**config.mk**
```make
export PLATFORM = sky130hd
export DESIGN_NAME = z88_bus_sched
export DESIGN_NICKNAME = d
export VERILOG_FILES = /design/src/rtl/z88_bus_sched.sv
export SDC_FILE = /design/constraint.sdc
export NUM_CORES = 1
export LEC_CHECK = 0
export ABC_AREA = 1
export CAP_MARGIN = 20
export CORE_MARGIN = 8
export CORE_UTILIZATION = 67
export CTS_CLUSTER_DIAMETER = 80
export DETAILED_ROUTE_END_ITERATION = 8
export DONT_BUFFER_PORTS = 1
export PLACE_DENSITY = 0.83
export REMOVE_ABC_BUFFERS = 1
export SYNTH_ARGS = -nofsm -noshare
export SYNTH_HDL_FRONTEND = slang
export SYNTH_SLANG_ARGS = --single-unit
```
**constraint.sdc**
```tcl
create_clock -name mck -period 3 [get_ports mck]
set_input_delay 0.6 -clock mck [delete_from_list [all_inputs] [get_ports mck]]
set_output_delay 0.6 -clock mck [all_outputs]
set_load 0.05 [all_outputs]
```
**src/rtl/z88_bus_sched.sv**
```systemverilog
// Z88 memory-bus phase scheduler: generates the 4-phase clkcnt sequence and
// time-multiplexes the single memory bus between screen fetch, CPU and DMA.
module z88_bus_sched #(
  parameter int unsigned STARVE = 8
) (
  input  logic        mck,
  input  logic        rin_n,
  input  logic        cke,
  input  logic        lcdon,
  output logic [1:0]  clkcnt,
  input  logic [21:0] va,
  output logic [7:0]  cdi,
  input  logic        cpu_req,
  input  logic        cpu_we,
  input  logic [21:0] cpu_a,
  input  logic [7:0]  cpu_do,
  output logic        cpu_wait,
  output logic [7:0]  cpu_di,
  input  logic        dma_req,
  input  logic        dma_we,
  input  logic [21:0] dma_a,
  input  logic [7:0]  dma_do,
  output logic        dma_ack,
  output logic [7:0]  dma_di,
  output logic [21:0] ma,
  output logic [7:0]  mdo,
  output logic        mwe,
  input  logic [7:0]  mdi
);

  localparam logic [3:0] STARVE_LIM = 4'(STARVE);

  logic [3:0] starve_cnt;
  logic       screen_slot;
  logic       forced;
  logic       cpu_own;
  logic       dma_own;

  // Slot type and bus owner for the current phase
  always_comb begin
    screen_slot = lcdon & ~clkcnt[1];
    forced      = dma_req & (starve_cnt == STARVE_LIM);
    cpu_own     = ~screen_slot & cpu_req & ~forced;
    dma_own     = ~screen_slot & dma_req & (forced | ~cpu_req);
  end

  // Bus drive and CPU wait; a forced DMA leaves the requesting CPU waiting
  always_comb begin
    ma       = cpu_a;
    mdo      = '0;
    mwe      = 1'b0;
    cpu_wait = cpu_req;
    cdi      = mdi;
    if (screen_slot) begin
      ma = va;
    end else if (cpu_own) begin
      mdo      = cpu_do;
      mwe      = cpu_we & cke;
      cpu_wait = ~cke;
    end else if (dma_own) begin
      ma  = dma_a;
      mdo = dma_do;
      mwe = dma_we & cke;
    end
  end

  // Phase counter, frozen while cke is low
  always_ff @(posedge mck or negedge rin_n) begin
    if (!rin_n) begin
      clkcnt <= '0;
    end else if (cke) begin
      clkcnt <= clkcnt + 2'd1;
    end
  end

  // Access completion: read-data latches and the one-cycle DMA acknowledge
  always_ff @(posedge mck or negedge rin_n) begin
    if (!rin_n) begin
      cpu_di  <= '0;
      dma_di  <= '0;
      dma_ack <= 1'b0;
    end else begin
      dma_ack <= cke & dma_own;
      if (cke && cpu_own && !cpu_we) cpu_di <= mdi;
      if (cke && dma_own && !dma_we) dma_di <= mdi;
    end
  end

  // DMA starvation counter, advanced only at the end of CPU slots
  always_ff @(posedge mck or negedge rin_n) begin
    if (!rin_n) begin
      starve_cnt <= '0;
    end else if (cke && !screen_slot) begin
      if (!dma_req || dma_own) begin
        starve_cnt <= '0;
      end else if (starve_cnt != STARVE_LIM) begin
        starve_cnt <= starve_cnt + 4'd1;
      end
    end
  end

endmodule
```
==> results by group <==
Layout
  – Synthesis-to-layout area growth: 38.6%
  – Multi-input gate area in the final layout: 883 um2
  – Share of cells above drive strength 1: 0.183
  – N_diodes: 0
  – Final instance area: 0.00226 mm2
  – Filler Cell Count: 75
  – Nets: 374
  – Register area: 576 um2
  – Fin util: 0.947
  – Final Non-Filler Cells: 303

Global routing
  – Total GRT Usage: 0.323
  – Initial antenna violation count: 0
  – Largest net degree at the start of global routing: 24
  – Vias in the first global route: 1977
  – First-pass GRT wire length: 10800 um
  – Global route overflow: 0

Logic synthesis
  – Synth area leader: dfrtp_1
  – Sequential area share after synthesis: 0.353
  – Post-Synthesis Cells: 249
  – Post-synthesis xor/xnor area fraction: 0.0215
  – Synth Area per Inst: 6.55 um2
  – Post-Synth Simple-Gate Area: 0.483
  – Largest family of logic cells by synthesized area: simple AND/OR/NAND/NOR gates
  – Flops & latches, synth: 23
  – Synth top area cells: dfrtp_1 35%, nand2_1 26%, nand3_1 17%
  – Post-Synthesis Cell Area: 0.00163 mm2
  – Synth top area share: 0.353
  – Ys Warns: 0
  – Library cells used by synthesis: 23
  – Multiplexer share of the synthesized area: 0
  – Synth Area in Adders: 0.0153
  – Synth Area in Compound Gates: 0.0223

Floorplanning
  – Die width: 65.3 um
  – # IOs: 157
  – Die H: 65.3 um
  – Core area: 0.00239 mm2
  – Rows: 18
  – Die area: 0.00427 mm2
  – Starting density of the core: 0.683

STA
  – RSZ-0062 raised after global routing: false
  – Worst-Margin Slew: 0.698 ns
  – Final setup viols: 0
  – Crit path time final: 2.79 ns
  – Worst relative slew slack: 0.534
  – Final Max Tran Viols: 0
  – Fmax: 358 MHz
  – Clk_skew: 0.0104 ns
  – Hold Fails Final Rpt: 0
  – Fin crit share: 0.932

Critical path
  – Most frequent CP cell: nand2_1
  – CP startpoint kind: flip-flop
  – Crit end category: output port
  – Buf/Inv on CP: 3
  – Worst Path Max Fanout: 23
  – Worst path arrival time: 2.19 ns
  – Slowest stage cell, crit path: nor2_1
  – CP Class: reg2out
  – CP required: 2.40 ns
  – CP delay by family, top: simple AND/OR/NAND/NOR gates
  – Crit-path cells: inv_2 > nand2_2 > inv_1 > nor2_1 > nand2_1 > nand2_1 > buf_12
  – Max stage delay on crit path: 0.50 ns

Clocking
  – Clock transition at path regs: 0.13 ns
  – CTS Buf Count: 3
  – Clk buf depth: 2
  – Post-CTS sizing: 0
  – Clock Sinks: 23
  – Worst skew pair latency: 0.31 ns
  – CTS tree: yes
  – Hold-fix buffers at CTS: 1
  – Post CTS Setup Buffer Count: 0
  – Root Driver: clkbuf_4
  – H-Tree Depth: 1

Hold path
  – HP Class: in2reg

Placement
  – DP Wirelength: 6010 um
  – RePlAce Congestion: 0.884
  – Post-placement cell count: 297
  – Placed inst area: 0.00221 mm2
  – I/O Buffers: 0

Routing
  – Initial DRC Count: 180
  – Routed Antenna Nets: 0
  – Drt drc: 0
  – Total routed wirelength: 7670 um
  – DR vias: 2038
  – Routed wire per std cell: 25.3 um
  – DRT Pass-1 Iters: 5
  – Average via count per standard cell: 6.73

Pwr
  – PwrDens: 998 mW/mm2
  – Max VDD drop: 0.000872 V
  – Leakage: 1.16 nW
  – Power, Total: 0.00225 W

Outcome
  – Status: complete, no violations

Flow run
  – Max Cap Viol: 0
layout by cell type (no fill, tap or decap), types with 3 or more instances in the layout:
| cell type | Yosys | layout |
|---|---|---|
| buf_12 | 0 | 31 |
| buf_4 | 9 | 7 |
| clkbuf_4 | 0 | 3 |
| dfrtp_1 | 23 | 23 |
| inv_1 | 7 | 7 |
| nand2_1 | 112 | 112 |
| nand2_2 | 3 | 3 |
| nand3_1 | 54 | 54 |
| nand4_1 | 9 | 9 |
| nor2_1 | 4 | 4 |
| xor2_1 | 3 | 3 |
state kept, by name, indices dropped and copies added, names as in the netlist:
signal      flops
dma_di          8
starve_cnt      4
clkcnt          2
dma_ack         1
cpu_di          8
layer usage:
layer  part of all wire  vias to the layer above  wire [um]  global-route usage
met5                  0                        -          0                   0
met4              0.046                        0        354               0.117
met1               0.29                      936       2210               0.317
li1                   -                      845          -                   -
met2               0.53                      209       4030               0.606
met3               0.14                       48       1070               0.114
synthesized netlist by cell type, drive strengths merged:
cell	instances
a21boi	1
a21oi	2
buf	18
clkbuf	2
clkinv	2
dfrtp	23
ha	2
inv	9
nand2	115
nand3	54
nand4	9
nor2	5
o21ai	3
xnor2	1
xor2	3
power breakdown:
group / total [W] / switching, W / internal (W)
clock network: 0.000141 / 0.0000909 / 0.0000497
registers: 0.000772 / 0.000372 / 0.000400
logic: 0.00134 / 0.000812 / 0.000531
total: 0.00225 / 0.00127 / 0.000980
area by class of cell:
cell class,instances,area share
flip-flops and latches,23,0.255
repair buffers,40,0.307
inverters,11,0.0183
clock buffers,3,0.00997
clock inverters,1,0.00221
multi-input cells,195,0.391
well taps,30,0.0166
worst paths after layout:
| check | start | endpoint | slack (ns) | cells after the start |
|---|---|---|---|---|
| worst max-delay path | clkcnt[1] | mdo[3] | 0.21 | 7 |
| min in group asynchronous | rin_n | cpu_di[2] | 0.62 | 1 |
| worst max register to register | starve_cnt[0] | cpu_di[7] | 1.17 | 11 |
| worst min register to register | clkcnt[1] | clkcnt[1] | 0.59 | 2 |
| max in group asynchronous | rin_n | dma_di[4] | 1.90 | 2 |
| worst min-delay path | cke | clkcnt[0] | 0.36 | 1 |
kinds of logic after synthesis:
logic type      after synthesis
xor+xnor                      4
simple gates                183
buf+inv                      31
fa+ha+maj                     2
flops                        23
compound gates                6
metrics by stage:
stage	setup WS, ns	TNS [ns]	hold WS (ns)
finish	0.205	0	0.359
global route	0.0985	0	0.346
CTS	0.234	0	0.358
detailed placement	0.457	0	0.305
global placement	0.663	0	0.305
floorplan	-0.0287	-0.632	0.304
Power figures use the tool's default switching activity.
